$ cat config.mk
export PLATFORM = sky130hd
export DESIGN_NAME = palette_ram_banked
export DESIGN_NICKNAME = d
export VERILOG_FILES = /design/src/rtl/palette_ram_banked.sv
export SDC_FILE = /design/constraint.sdc
export NUM_CORES = 1
export LEC_CHECK = 0
export CAP_MARGIN = 30
export CORE_MARGIN = 1
export CORE_UTILIZATION = 55
export CTS_CLUSTER_SIZE = 30
export DETAILED_ROUTE_END_ITERATION = 10
export GPL_TIMING_DRIVEN = 0
export PLACE_DENSITY = 0.71
export SYNTH_ARGS = -nofsm -noshare
export SYNTH_HDL_FRONTEND = slang
export SYNTH_SLANG_ARGS = --single-unit
$ cat constraint.sdc
create_clock -name clk -period 2.3 [get_ports clk]
set_clock_uncertainty 0.1 [all_clocks]
set_input_delay 0.69 -clock clk [delete_from_list [all_inputs] [get_ports clk]]
set_output_delay 0.69 -clock clk [all_outputs]
set_load 0.02 [all_outputs]
$ cat src/rtl/palette_ram_banked.sv
`default_nettype none
// ============================================================================
// Module      : palette_ram_banked
// Description : Writable multi-bank NES palette memory. Holds NBANK sets of
//               32 colour entries and fills every entry with INIT_VAL after
//               reset. Provides a CPU-side write/read port with $3F00-style
//               mirroring and a pipelined pixel lookup port with backdrop
//               substitution.
// Ports       : clk, rst_n        - clock, async active-low reset
//               busy              - post-reset clear in progress
//               wr_en/wr_rdy      - write request / write accepted
//               wr_bank/addr/data - write target and data (address mirrored)
//               rd_en/bank/addr   - CPU read request (address mirrored)
//               rd_data/rd_valid  - CPU read result, 1-cycle latency
//               pix_en/bank/idx   - pixel lookup (idx[1:0]==0 -> backdrop)
//               pix_color/valid   - pixel result, 1-cycle latency
// Revision    : 1.0 - initial release
// ============================================================================
module palette_ram_banked #(
  parameter int              NBANK    = 1,
  parameter int              DW       = 6,
  parameter logic [DW-1:0]   INIT_VAL = 6'h0F,
  localparam int             BW       = (NBANK > 1) ? $clog2(NBANK) : 1
) (
  input  logic          clk,
  input  logic          rst_n,
  output logic          busy,
  input  logic          wr_en,
  output logic          wr_rdy,
  input  logic [BW-1:0] wr_bank,
  input  logic [4:0]    wr_addr,
  input  logic [DW-1:0] wr_data,
  input  logic          rd_en,
  input  logic [BW-1:0] rd_bank,
  input  logic [4:0]    rd_addr,
  output logic [DW-1:0] rd_data,
  output logic          rd_valid,
  input  logic          pix_en,
  input  logic [BW-1:0] pix_bank,
  input  logic [4:0]    pix_idx,
  output logic [DW-1:0] pix_color,
  output logic          pix_valid
);

  localparam int DEPTH = NBANK * 32;
  localparam int AW    = $clog2(DEPTH);

  typedef enum logic [0:0] {
    ST_CLEAR = 1'b0,
    ST_RUN   = 1'b1
  } state_t;

  state_t          r_state;
  state_t          w_state_nxt;
  logic [AW-1:0]   r_clr_cnt;
  logic            w_clr_last;

  logic [DW-1:0]   r_mem [DEPTH];

  logic [4:0]      w_wr_eff;
  logic [4:0]      w_rd_eff;
  logic [4:0]      w_pix_eff;
  logic [AW-1:0]   w_wr_idx;
  logic [AW-1:0]   w_rd_idx;
  logic [AW-1:0]   w_pix_idx;

  logic            w_mem_we;
  logic [AW-1:0]   w_mem_waddr;
  logic [DW-1:0]   w_mem_wdata;

  // Sprite entries x0/x4/x8/xC alias the background entries below them.
  function automatic logic [4:0] cpu_mirror(input logic [4:0] a);
    return (a[4] && (a[1:0] == 2'b00)) ? {1'b0, a[3:0]} : a;
  endfunction

  assign w_wr_eff  = cpu_mirror(wr_addr);
  assign w_rd_eff  = cpu_mirror(rd_addr);
  // Any transparent colour slot shows the universal backdrop at entry 0.
  assign w_pix_eff = (pix_idx[1:0] == 2'b00) ? 5'd0 : pix_idx;

  // Bank select is exactly log2(NBANK) bits wide, so larger bank numbers
  // cannot be expressed and the modulo wrap is implicit.
  generate
    if (NBANK > 1) begin : g_multi_bank
      assign w_wr_idx  = {wr_bank,  w_wr_eff};
      assign w_rd_idx  = {rd_bank,  w_rd_eff};
      assign w_pix_idx = {pix_bank, w_pix_eff};
    end else begin : g_single_bank
      logic [3*BW-1:0] w_unused_banks;
      assign w_unused_banks = {wr_bank, rd_bank, pix_bank};
      assign w_wr_idx  = w_wr_eff;
      assign w_rd_idx  = w_rd_eff;
      assign w_pix_idx = w_pix_eff;
    end
  endgenerate

  assign w_clr_last = (r_clr_cnt == AW'(DEPTH - 1));

  // State register and clear counter
  always_ff @(posedge clk or negedge rst_n) begin
    if (!rst_n) begin
      r_state   <= ST_CLEAR;
      r_clr_cnt <= '0;
    end else begin
      r_state <= w_state_nxt;
      if (r_state == ST_CLEAR) begin
        r_clr_cnt <= r_clr_cnt + AW'(1);
      end
    end
  end

  // Next-state and status outputs
  always_comb begin
    w_state_nxt = r_state;
    busy        = 1'b0;
    wr_rdy      = 1'b0;
    case (r_state)
      ST_CLEAR: begin
        busy = 1'b1;
        if (w_clr_last) begin
          w_state_nxt = ST_RUN;
        end
      end
      ST_RUN: begin
        wr_rdy = 1'b1;
      end
      default: begin
        w_state_nxt = ST_CLEAR;
      end
    endcase
  end

  // The clear sequence owns the write port until it finishes; CPU writes
  // presented meanwhile are dropped.
  always_comb begin
    w_mem_we    = 1'b0;
    w_mem_waddr = w_wr_idx;
    w_mem_wdata = wr_data;
    if (r_state == ST_CLEAR) begin
      w_mem_we    = 1'b1;
      w_mem_waddr = r_clr_cnt;
      w_mem_wdata = INIT_VAL;
    end else if (wr_en) begin
      w_mem_we = 1'b1;
    end
  end

  always_ff @(posedge clk) begin
    if (w_mem_we) begin
      r_mem[w_mem_waddr] <= w_mem_wdata;
    end
  end

  // Read ports sample the array before this edge's write lands, giving
  // old-data behaviour on a same-entry collision.
  always_ff @(posedge clk or negedge rst_n) begin
    if (!rst_n) begin
      rd_data   <= '0;
      rd_valid  <= 1'b0;
      pix_color <= '0;
      pix_valid <= 1'b0;
    end else begin
      rd_valid  <= rd_en;
      pix_valid <= pix_en;
      if (rd_en) begin
        rd_data <= r_mem[w_rd_idx];
      end
      if (pix_en) begin
        pix_color <= r_mem[w_pix_idx];
      end
    end
  end

endmodule
`default_nettype wire

==> results.md, run 1 <==
* Outcome: finished, violations left
* Failing checks: setup timing
* Critical path buffers and inverters at 2
* Slowest CP cell: clkdlybuf4s50_1
* Fraction of layout cells with a size suffix above 1 at 21.6%
* Synth Area in Compound Gates at 11.2%
* Worst Setup End Kind: flop
* Global-route wire length before repair at 44400 µm
* DRC Markers at 0
* Port buffer count at 35
* Mapped cell area at 10100 µm²
* Period utilization at 102%
* DP Cell Count at 998
* Crit path largest cell delay at 0.50 ns
* CTS buffer count at 22
* Synthesis-to-layout area growth at 18.4%
* Pwr dens at 735 nW/µm²
* Antenna viol nets, final at 0
* Vias at 7182
* Setup WS post-layout at -0.0378 ns
* Clock tree from TritonCTS: yes
* Fin cells at 1038
* CP required at 2.39 ns
* Asr flop ratio synth at 9.52%
* Worst path arrival time at 2.42 ns
* Final GP Congestion at 0.964
* Cells after Synth at 726
* LEAKAGE at 4.18 nW
* Fin. Hold Viols at 0
* Initial Util at 56.2%
* FF+latch area at 6210 µm²
* Cell family with most CP delay: simple AND/OR/NAND/NOR gates
* Pwr Total at 8.82 mW
* Overflow left after global routing at 0
* Core area at 18000 µm²
* DR iter-0 viols at 924
* Max-slew headroom at 39.7%
* Adder-cell area share of the yosys netlist at 0.247%
* Crit start category: primary input
* Post-DP HPWL at 21500 µm
* Post-synth net total at 757
* Clock Sink Count at 210
* Yosys cell types at 57
* Largest net degree at the start of global routing at 32
* Maxcap violations at 0
* CP Max Fanout at 5
* Final critical-path required period at 2.34 ns
* Vert. Die Dim at 138 µm
* Worst-skew pair later-pin latency at 0.51 ns
* Die ar. at 19000 µm²
* Number of setup buffers added after CTS at 0
* Xor/xnor share of the synthesized area at 0.259%
* RSZ-0062 raised after global routing: yes
* Placement Rows at 49
* Number of global-route vias before repair at 7141
* Fill cells at 1285
* Via/cell ratio at 6.92
* Worst Tran Pin Value at 0.905 ns
* Die extent in x at 138 µm
* Final Setup Violations at 29
* Total wire length at 30700 µm
* Multi-input gate area at 3910 µm²
* Mean post-synth cell area at 14.0 µm²
* Number of synthesized flops with an enable pin at 190
* Synth Warn # at 0
* Worst-path cell chain: clkdlybuf4s50_1 > inv_1 > o32ai_1 > nand2_1 > nor2_4
* All-layer global routing usage at 33.4%
* Largest family of logic cells by synthesized area: multiplexers
* Post-synthesis sequential area ratio at 61.2%
* Clk slew on worst S/H paths at 0.06 ns
* Synth Register Bits at 210
* Final nets at 824
* Mux contribution to synthesized area at 16.0%
* Slew Viols, Final at 0
* Crit Path Category: primary input to flop
* Maximum root-to-sink buffer count at 3
* Post-Synth Simple-Gate Area at 7.80%
* Ant diodes at 0
* Worst VDD drop at 623 µV
* Maximum clock rate at 0.428 GHz
* CTS H-tree lvls at 1
* Synth Flop Type: edfxtp_1
* DRT Pass-1 Iters at 5
* WL per Instance at 29.6 µm
* Hold crit path type: primary input to asynchronous set/reset pin
* Antenna violations before repair at 0
* # hold bufs at CTS at 0
* IO Pins at 45
* Root Driver: clkbuf_16
==> final timing paths <==
path,slack (ns),startpoint,cells past startpoint,end
setup / recovery,-0.04,wr_addr[2],5,r_mem[20][5]$_DFFE_PP_
hold / removal,0.43,rst_n,1,pix_valid$_DFF_PN0_
setup reg to reg,-0.01,r_state$_DFF_PN0_,4,r_mem[20][5]$_DFFE_PP_
hold reg to reg,0.48,pix_color[5]$_DFFE_PN0P_,1,pix_color[5]$_DFFE_PN0P_
max in group asynchronous,1.18,rst_n,2,rd_valid$_DFF_PN0_
min in group clk,0.48,pix_color[5]$_DFFE_PN0P_,1,pix_color[5]$_DFFE_PN0P_
==> Yosys cell counts, types with 4 or more instances <==
library cell,count,area [µm²]
a2111oi_0,4,35.0
a211o_1,18,158
a211oi_1,18,135
a21boi_0,5,37.5
a21oi_1,34,170
a31oi_1,16,100
and2_1,4,25.0
and3_1,5,31.3
buf_1,5,18.8
buf_2,21,105
buf_4,4,30.0
buf_6,4,45.0
clkbuf_1,14,52.6
dfrtp_1,20,500
edfxtp_1,190,5710
inv_1,13,48.8
mux2_2,13,146
mux2i_1,60,601
mux4_1,11,289
mux4_2,26,586
nand2_1,49,184
nand2b_1,5,31.3
nand3_1,7,35.0
nand3b_1,6,45.0
nand4_1,5,31.3
nor2_1,55,206
nor2b_1,12,75.1
nor3_1,8,40.0
o211ai_1,4,30.0
o21ai_0,23,115
o21bai_1,4,30.0
o22ai_1,15,93.8
o2bb2ai_1,6,52.6
o32ai_1,5,43.8
or3_1,4,25.0
==> routing by layer <==
metal	share of wire [%]	vias up	GRT usage, %	routed length [µm]
li1	-	3019	-	-
met1	38	3549	43.7	11600
met2	47	502	53.0	14400
met3	11	112	8.02	3420
met4	4.4	0	15.3	1360
met5	0	-	0	0
==> power breakdown <==
group	leakage, nW	total, mW	switching [mW]	internal (mW)
Sequential	1.96	4.23	0.0262	4.20
Combinational	1.86	0.951	0.594	0.357
Clock	0.360	3.63	1.44	2.19
==> layout by cell type, fill, tap and decap left out, drive strengths merged, types with 4 or more instances in the layout <==
master / instances
a21boi: 5
clkinv: 8
a21oi: 34
dlygate4sd2: 5
a31oi: 16
nor2: 56
nor3: 8
nand2b: 5
o21ai: 23
nand3b: 6
or3: 4
o22ai: 15
mux2: 13
nand3: 7
o32ai: 5
a2111oi: 4
clkdlybuf4s50: 26
a211o: 18
o2bb2ai: 6
clkbuf: 50
nor2b: 12
nand2: 49
o211ai: 4
edfxtp: 190
buf: 37
inv: 14
and2: 4
and3: 5
mux4: 37
dfrtp: 20
nand4: 5
mux2i: 60
o21bai: 4
a211oi: 18
==> kinds of logic (layout without fill, tap and decap cells) <==
kind of cell | count (synthesis) | in the layout
AOI/OAI and AO/OA | 168 | 168
muxes | 110 | 110
DFF | 210 | 210
adders and majority gates | 2 | 2
xor gates and xnor gates | 3 | 3
buffers and inverters | 64 | 147
and+or+nand+nor | 169 | 169
==> metrics by stage <==
step	TNS (ns)	hold WS [ns]	utilization (%)	setup slack [ns]	area (µm²)
floorplan	0	0.294	-	0.0436	10100
global placement	-189.78	0.447	59.8	-0.838	10800
detailed placement	-149.00	0.440	60.6	-0.885	10900
CTS	-10.63	0.437	65.2	-0.168	11800
global route	-5.98	0.460	66.6	-0.111	12000
finish	-0.430	0.428	66.6	-0.0378	12000
==> timing repair <==
item                       CTS  global route
setup endpoints to repair  287           345
gates cloned                 0             0
resized for setup           47            66
pin swaps                    0             1
==> worst register-to-register path: stages (launching register included) <==
cell and delay [ns]:
dfrtp_2 0.45, clkbuf_2 0.24, o21ai_0 0.40, nand2_1 0.41
nor2_4 0.39
==> state kept, by name, indices dropped and copies added, names as in the netlist <==
name	cells
rd_data	6
pix_color	6
r_state	1
rd_valid	1
pix_valid	1
r_mem	190
r_clr_cnt	5
==> layout make-up <==
class	instances	area share [%]
clock inverters	10	1.01
plain buffers	49	2.50
multi-input cells	452	32.6
repair buffers	43	4.23
clock buffers	30	5.10
well taps	229	2.39
inverters	15	0.480
flip-flops and latches	210	51.7
No activity file was read; power rests on OpenSTA's default activity.
==> run 2: changes to the inputs <==
- CTS_BUF_LIST: default -> sky130_fd_sc_hd__clkbuf_4
- SETUP_SLACK_MARGIN: default -> 0.02
==> results.md, run 2 (synthesis gave the netlist of run 1 again) <==
* Outcome: finished, violations left
* Failing checks: setup timing
* Final Setup Violations at 2 (-93%)
* DP Cell Count at 998 (unchanged)
* DRC Markers at 0 (unchanged)
* Worst path arrival time at 2.76 ns (+0.34 ns)
* Period utilization at 101% (-0.98 points)
* DP Worst Slack at -0.885 ns (unchanged)
* Initial Util at 56.2% (unchanged)
* Pwr Total at 8.25 mW (-6.4%)
* DRT Pass-1 Iters at 9 (+4)
* Setup_tns at -0.0187 ns (+0.411 ns)
* Crit Path Category: primary input to flop
* DP Area at 10900 µm² (unchanged)
* Cell family with most CP delay: buffers and inverters
* Worst-skew pair later-pin latency at 0.70 ns (+0.19 ns)
* Clock Sink Count at 210 (unchanged)
* IO Pins at 45 (unchanged)
* Vias at 7466 (+4.0%)
* Die extent in x at 138 µm (unchanged)
* WL per Instance at 28.3 µm (-4.4%)
* Root Driver: clkbuf_4
* Max reg flops at 190 (unchanged)
* Top flop regs: r_mem (190), pix_color (6), rd_data (6)
* Hold crit path type: primary input to asynchronous set/reset pin
* Fin. Hold Viols at 0 (unchanged)
* Final GP Congestion at 0.964 (unchanged)
* Max-slew headroom at 38.8% (-0.86 points)
* Cell count of the worst reg-to-reg path at 4 (unchanged)
* All-layer global routing usage at 33.8% (+0.39 points)
* Final Hold Slack at 0.285 ns (-0.143 ns)
* Clock tree from TritonCTS: yes
* Global-route wire length before repair at 44800 µm (+0.86%)
* Largest net degree at the start of global routing at 32 (unchanged)
* CP Max Fanout at 10 (+5)
* Post-DP HPWL at 21500 µm (unchanged)
* Worst Tran Pin Value at 0.913 ns (+0.00869 ns)
* Slowest CP cell: clkbuf_1
* Met2 wire length at 14300 µm (-0.54%)
* Slew Viols, Final at 0 (unchanged)
* CTS buffer count at 50 (+130%)
* Placement Rows at 49 (unchanged)
* Wl on met1 at 11800 µm (+1.7%)
* Maximum clock rate at 0.432 GHz (+0.97%)
* LEAKAGE at 4.18 nW (about the same)
* Die ar. at 19000 µm² (unchanged)
* Final Core Density at 65.7% (-0.84 points)
* Via/cell ratio at 6.84 (-1.2%)
* Port buffer count at 35 (unchanged)
* Fraction of layout cells with a size suffix above 1 at 24.7% (+3.1 points)
* Worst VDD drop at 464 µV (-26%)
* Commonest cells after routing, fill and taps aside: edfxtp_1 (190), clkbuf_4 (76), mux2i_1 (60)
* Most common cell after layout, fill and taps aside: edfxtp_1
* Biggest register: r_mem
* Final critical-path required period at 2.32 ns (-0.0226 ns)
* Setup WS post-layout at -0.0152 ns (+0.0226 ns)
* DR iter-0 viols at 913 (-1.2%)
* Critical path buffers and inverters at 3 (+1)
* Worst Setup End Kind: flop
* RSZ-0062 raised after global routing: yes
* Antenna violations before repair at 1 (+1)
* Clk slew on worst S/H paths at 0.06 ns (about the same)
* Crit path largest cell delay at 0.64 ns (+0.14 ns)
* Number of global-route vias before repair at 7444 (+4.2%)
* Crit start category: primary input
* Top sig layer: met4
* Vert. Die Dim at 138 µm (unchanged)
* Design area at 11800 µm² (-1.3%)
* Antenna viol nets, final at 0 (unchanged)
* Worst-path cell chain: buf_2 > inv_2 > clkbuf_1 > o21ai_0 > a21boi_0 > nand4_1 > a31oi_2
* Core area at 18000 µm² (unchanged)
* Number of setup buffers added after CTS at 0 (unchanged)
* Maxcap violations at 0 (unchanged)
* CTS H-tree lvls at 2 (+1)
* Fin cells at 1092 (+5.2%)
* Maximum root-to-sink buffer count at 3 (unchanged)
* CP required at 2.75 ns (+0.36 ns)
* Met3 WL at 3230 µm (-5.5%)
* Fill cells at 1329 (+3.4%)
* Final nets at 851 (+3.3%)
* Critical path depth at 7 (+2)
* Synthesis-to-layout area growth at 16.9%
* Overflow left after global routing at 0 (unchanged)
* Total wire length at 30900 µm (+0.55%)
* Pwr dens at 697 nW/µm² (-5.2%)
-- run 2: changes by cell type in the layout (fill, tap and decap cells not counted), sizes merged, moves of 2 or more --
cell,change
bufinv,-2
clkinv,+9
dlygate4sd2,+8
clkdlybuf4s50,-8
clkdlybuf4s15,+2
buf,+3
clkbuf,+41
inv,+3
dlymetal6s2s,-3
-- run 2: worst paths after layout --
path,from,to,slack (ns)
worst max-delay path,pix_idx[2],pix_color[4]$_DFFE_PN0P_,-0.02
worst min-delay path,rst_n,pix_valid$_DFF_PN0_,0.29
worst max register to register,r_state$_DFF_PN0_,r_mem[2][2]$_DFFE_PP_,0.08
worst min register to register,pix_color[5]$_DFFE_PN0P_,pix_color[5]$_DFFE_PN0P_,0.49
max in group asynchronous,rst_n,pix_color[1]$_DFFE_PN0P_,1.34
min in group clk,rd_en,rd_valid$_DFF_PN0_,0.47
-- run 2: cell type report --
cell class              count  area [µm²]  share of cell area [%]
inverters                  15        58.8                   0.496
repair buffers             43         484                    4.09
flip-flops and latches    210        6210                    52.4
clock buffers              74         556                    4.69
well taps                 229         287                    2.42
clock inverters            20         106                   0.898
plain buffers              48         282                    2.38
multi-input cells         452        3870                    32.6
diodes                      1        2.50                  0.0211
-- run 2: power by group --
part / switching, mW / total (mW) / internal, mW
Sequential: 0.0248 / 4.23 / 4.20
Clock: 1.50 / 3.10 / 1.60
Combinational: 0.592 / 0.927 / 0.335
Total: 2.12 / 8.25 / 6.13
-- run 2: repair_timing --
item,CTS,global route
gates resized for setup,52,55
pin swaps,0,0
endpoints found under the setup margin,264,324
hold buffers,0,0
-- run 2: metal layers --
| layer | track usage (%) | up-vias |
|---|---|---|
| li1 | - | 3116 |
| met1 | 43.3 | 3646 |
| met2 | 52.7 | 582 |
| met3 | 8.83 | 122 |
| met4 | 18.7 | 0 |
| met5 | 0 | - |
==> run 3: changes to the inputs <==
--- a/constraint.sdc
+++ b/constraint.sdc
@@ -4,2 +4,2 @@
 set_output_delay 0.69 -clock clk [all_outputs]
-set_load 0.02 [all_outputs]
+set_load 0.01 [all_outputs]
==> results.md, run 3 (synthesis gave the netlist of run 1 again) <==
* Outcome: finished, violations left
* Failing checks: setup timing
* CP Max Fanout at 9 (-1)
* Wl on met1 at 11600 µm (-1.7%)
* Post-DP HPWL at 21500 µm (unchanged)
* Antenna violations before repair at 1 (unchanged)
* Top sig layer: met4
* Max-slew headroom at 29.6% (-9.3 points)
* Crit start category: flop
* Crit Path Category: flop to output port
* Period utilization at 102% (+1.3 points)
* CTS buffer count at 50 (unchanged)
* Clock Sink Count at 210 (unchanged)
* Commonest cells after routing, fill and taps aside: edfxtp_1 (190), clkbuf_4 (76), mux2i_1 (60)
* Most common cell after layout, fill and taps aside: edfxtp_1
* DR iter-0 viols at 988 (+8.2%)
* Pwr dens at 696 nW/µm² (about the same)
* Via/cell ratio at 6.83 (about the same)
* Met3 WL at 3480 µm (+7.5%)
* Initial Util at 56.2% (unchanged)
* Pwr Total at 8.22 mW (-0.38%)
* CP required at 1.51 ns (-1.24 ns)
* Worst-skew pair later-pin latency at 0.71 ns (about the same)
* Met2 wire length at 14400 µm (+1.2%)
* Synthesis-to-layout area growth at 16.6%
* Vert. Die Dim at 138 µm (unchanged)
* Total wire length at 30900 µm (about the same)
* Final critical-path required period at 2.34 ns (+0.0290 ns)
* P_int at 6.13 mW (about the same)
* Die extent in x at 138 µm (unchanged)
* CTS H-tree lvls at 2 (unchanged)
* Hold crit path type: primary input to asynchronous set/reset pin
* Maximum clock rate at 0.427 GHz (-1.2%)
* DRC Markers at 0 (unchanged)
* Clock share of power at 37.7% (about the same)
* All-layer global routing usage at 33.8% (about the same)
* RSZ-0062 raised after global routing: yes
* Die ar. at 19000 µm² (unchanged)
* Clock tree from TritonCTS: yes
* Final GP Congestion at 0.964 (unchanged)
* Fin. Hold Viols at 0 (unchanged)
* Max reg flops at 190 (unchanged)
* Combinational Power Share at 10.9% (-0.3 points)
* Port buffer count at 35 (unchanged)
* Overflow left after global routing at 0 (unchanged)
* Worst VDD drop at 506 µV (+8.9%)
* Worst Tran Pin Value at 1.06 ns (+0.143 ns)
* Root Driver: clkbuf_4
* IO Pins at 45 (unchanged)
* Final Setup Violations at 14 (+12)
* WL per Instance at 28.2 µm (-0.22%)
* Biggest register: r_mem
* Net Sw Frac at 25.4% (-0.30 points)
* # hold bufs at CTS at 0 (unchanged)
* Seq pwr share at 51.4% (+0.2 points)
* Clk slew on worst S/H paths at 0.06 ns (about the same)
* Antenna viol nets, final at 0 (unchanged)
* Placement Rows at 49 (unchanged)
* DRT Pass-1 Iters at 6 (-3)
* Core area at 18000 µm² (unchanged)
* Number of global-route vias before repair at 7442 (-0.027%)
* Maxcap violations at 0 (unchanged)
* Worst path arrival time at 1.55 ns (-1.21 ns)
* Vias at 7475 (+0.12%)
* Global-route wire length before repair at 44700 µm (about the same)
* Maximum root-to-sink buffer count at 3 (unchanged)
* Fraction of layout cells with a size suffix above 1 at 24.4% (-0.29 points)
* Largest net degree at the start of global routing at 32 (unchanged)
* Net switching power at 2.09 mW (-1.5%)
* Top flop regs: r_mem (190), pix_color (6), rd_data (6)
* Final nets at 853 (+0.24%)
* Setup WS post-layout at -0.0443 ns (-0.0290 ns)
* Final Core Density at 65.5% (-0.19 points)
* Slew Viols, Final at 0 (unchanged)
* Worst Setup End Kind: output port
* LEAKAGE at 4.18 nW (+0.12%)
==> run 3: cell types whose count changed in the layout (fill, tap and decap cells not counted), sizes merged <==
cell	change
clkbuf	-2
clkdlybuf4s15	-3
dlygate4sd2	+4
inv	-1
buf	+3
clkinv	+1
==> run 3: per-stage QoR <==
| step | setup WS [ns] | hold WS (ns) | instance area, µm² | instances | setup TNS [ns] |
|---|---|---|---|---|---|
| 3_5_place_dp | -0.885 | 0.440 | 10900 | 998 | -149.00 |
| 4_1_cts | -0.107 | 0.267 | 11700 | 1094 | -6.37 |
| 6_report | -0.0443 | 0.277 | 11800 | 1094 | -0.126 |
| 5_1_grt | -0.0997 | 0.294 | 11800 | 1094 | -2.63 |
| 3_3_place_gp | -0.838 | 0.447 | 10800 | 990 | -189.78 |
| 2_1_floorplan | 0.0436 | 0.294 | 10100 | 726 | 0 |
==> run 3: path summary, 6_finish.rpt <==
path | startpoint | to | slack (ns) | depth (start not counted)
max in group asynchronous | rst_n | pix_color[1]$_DFFE_PN0P_ | 1.35 | 2
hold / removal | rst_n | pix_valid$_DFF_PN0_ | 0.28 | 1
setup reg to reg | r_state$_DFF_PN0_ | r_mem[23][2]$_DFFE_PP_ | -0.01 | 4
setup / recovery | r_state$_DFF_PN0_ | busy | -0.04 | 2
min in group clk | rd_addr[1] | rd_data[5]$_DFFE_PN0P_ | 0.43 | 3
hold reg to reg | pix_color[5]$_DFFE_PN0P_ | pix_color[5]$_DFFE_PN0P_ | 0.49 | 1
==> run 3: layout make-up <==
type                    instances  area (µm²)
repair buffers                 45         499
clock inverters                20         106
diodes                          1        2.50
well taps                     229         287
multi-input cells             452        3820
fillers                      1331        6210
plain buffers                  48         280
clock buffers                  74         556
flip-flops and latches        210        6210
inverters                      15        57.6
==> run 3: worst max-delay path: stages (launching register included) <==
cell and delay (ns):
dfrtp_2 0.42, clkinv_2 0.15, dlygate4sd2_1 0.32
==> run 3: power by group through the flow <==
stage,Sequential [mW],Clock [mW],Combinational (mW)
final,4.23,3.10,0.896
after floorplan,4.32,0,0.462
after global placement,4.31,0,0.817
after detailed placement,4.31,0,0.858
after global routing,4.23,3.34,0.933
after CTS,4.23,3.10,0.850
==> run 3: routing by layer <==
layer / vias up / track usage, %
li1: 3116 / -
met1: 3691 / 43.9
met2: 561 / 52.4
met3: 107 / 8.79
met4: 0 / 18.1
met5: - / 0
==> run 3: repair_timing <==
action / 4_1_cts / 5_1_grt
buffers inserted: 2 / 0
gates resized for setup: 45 / 45
endpoints found under the setup margin: 264 / 320
endpoints found under the hold margin: 0 / 0
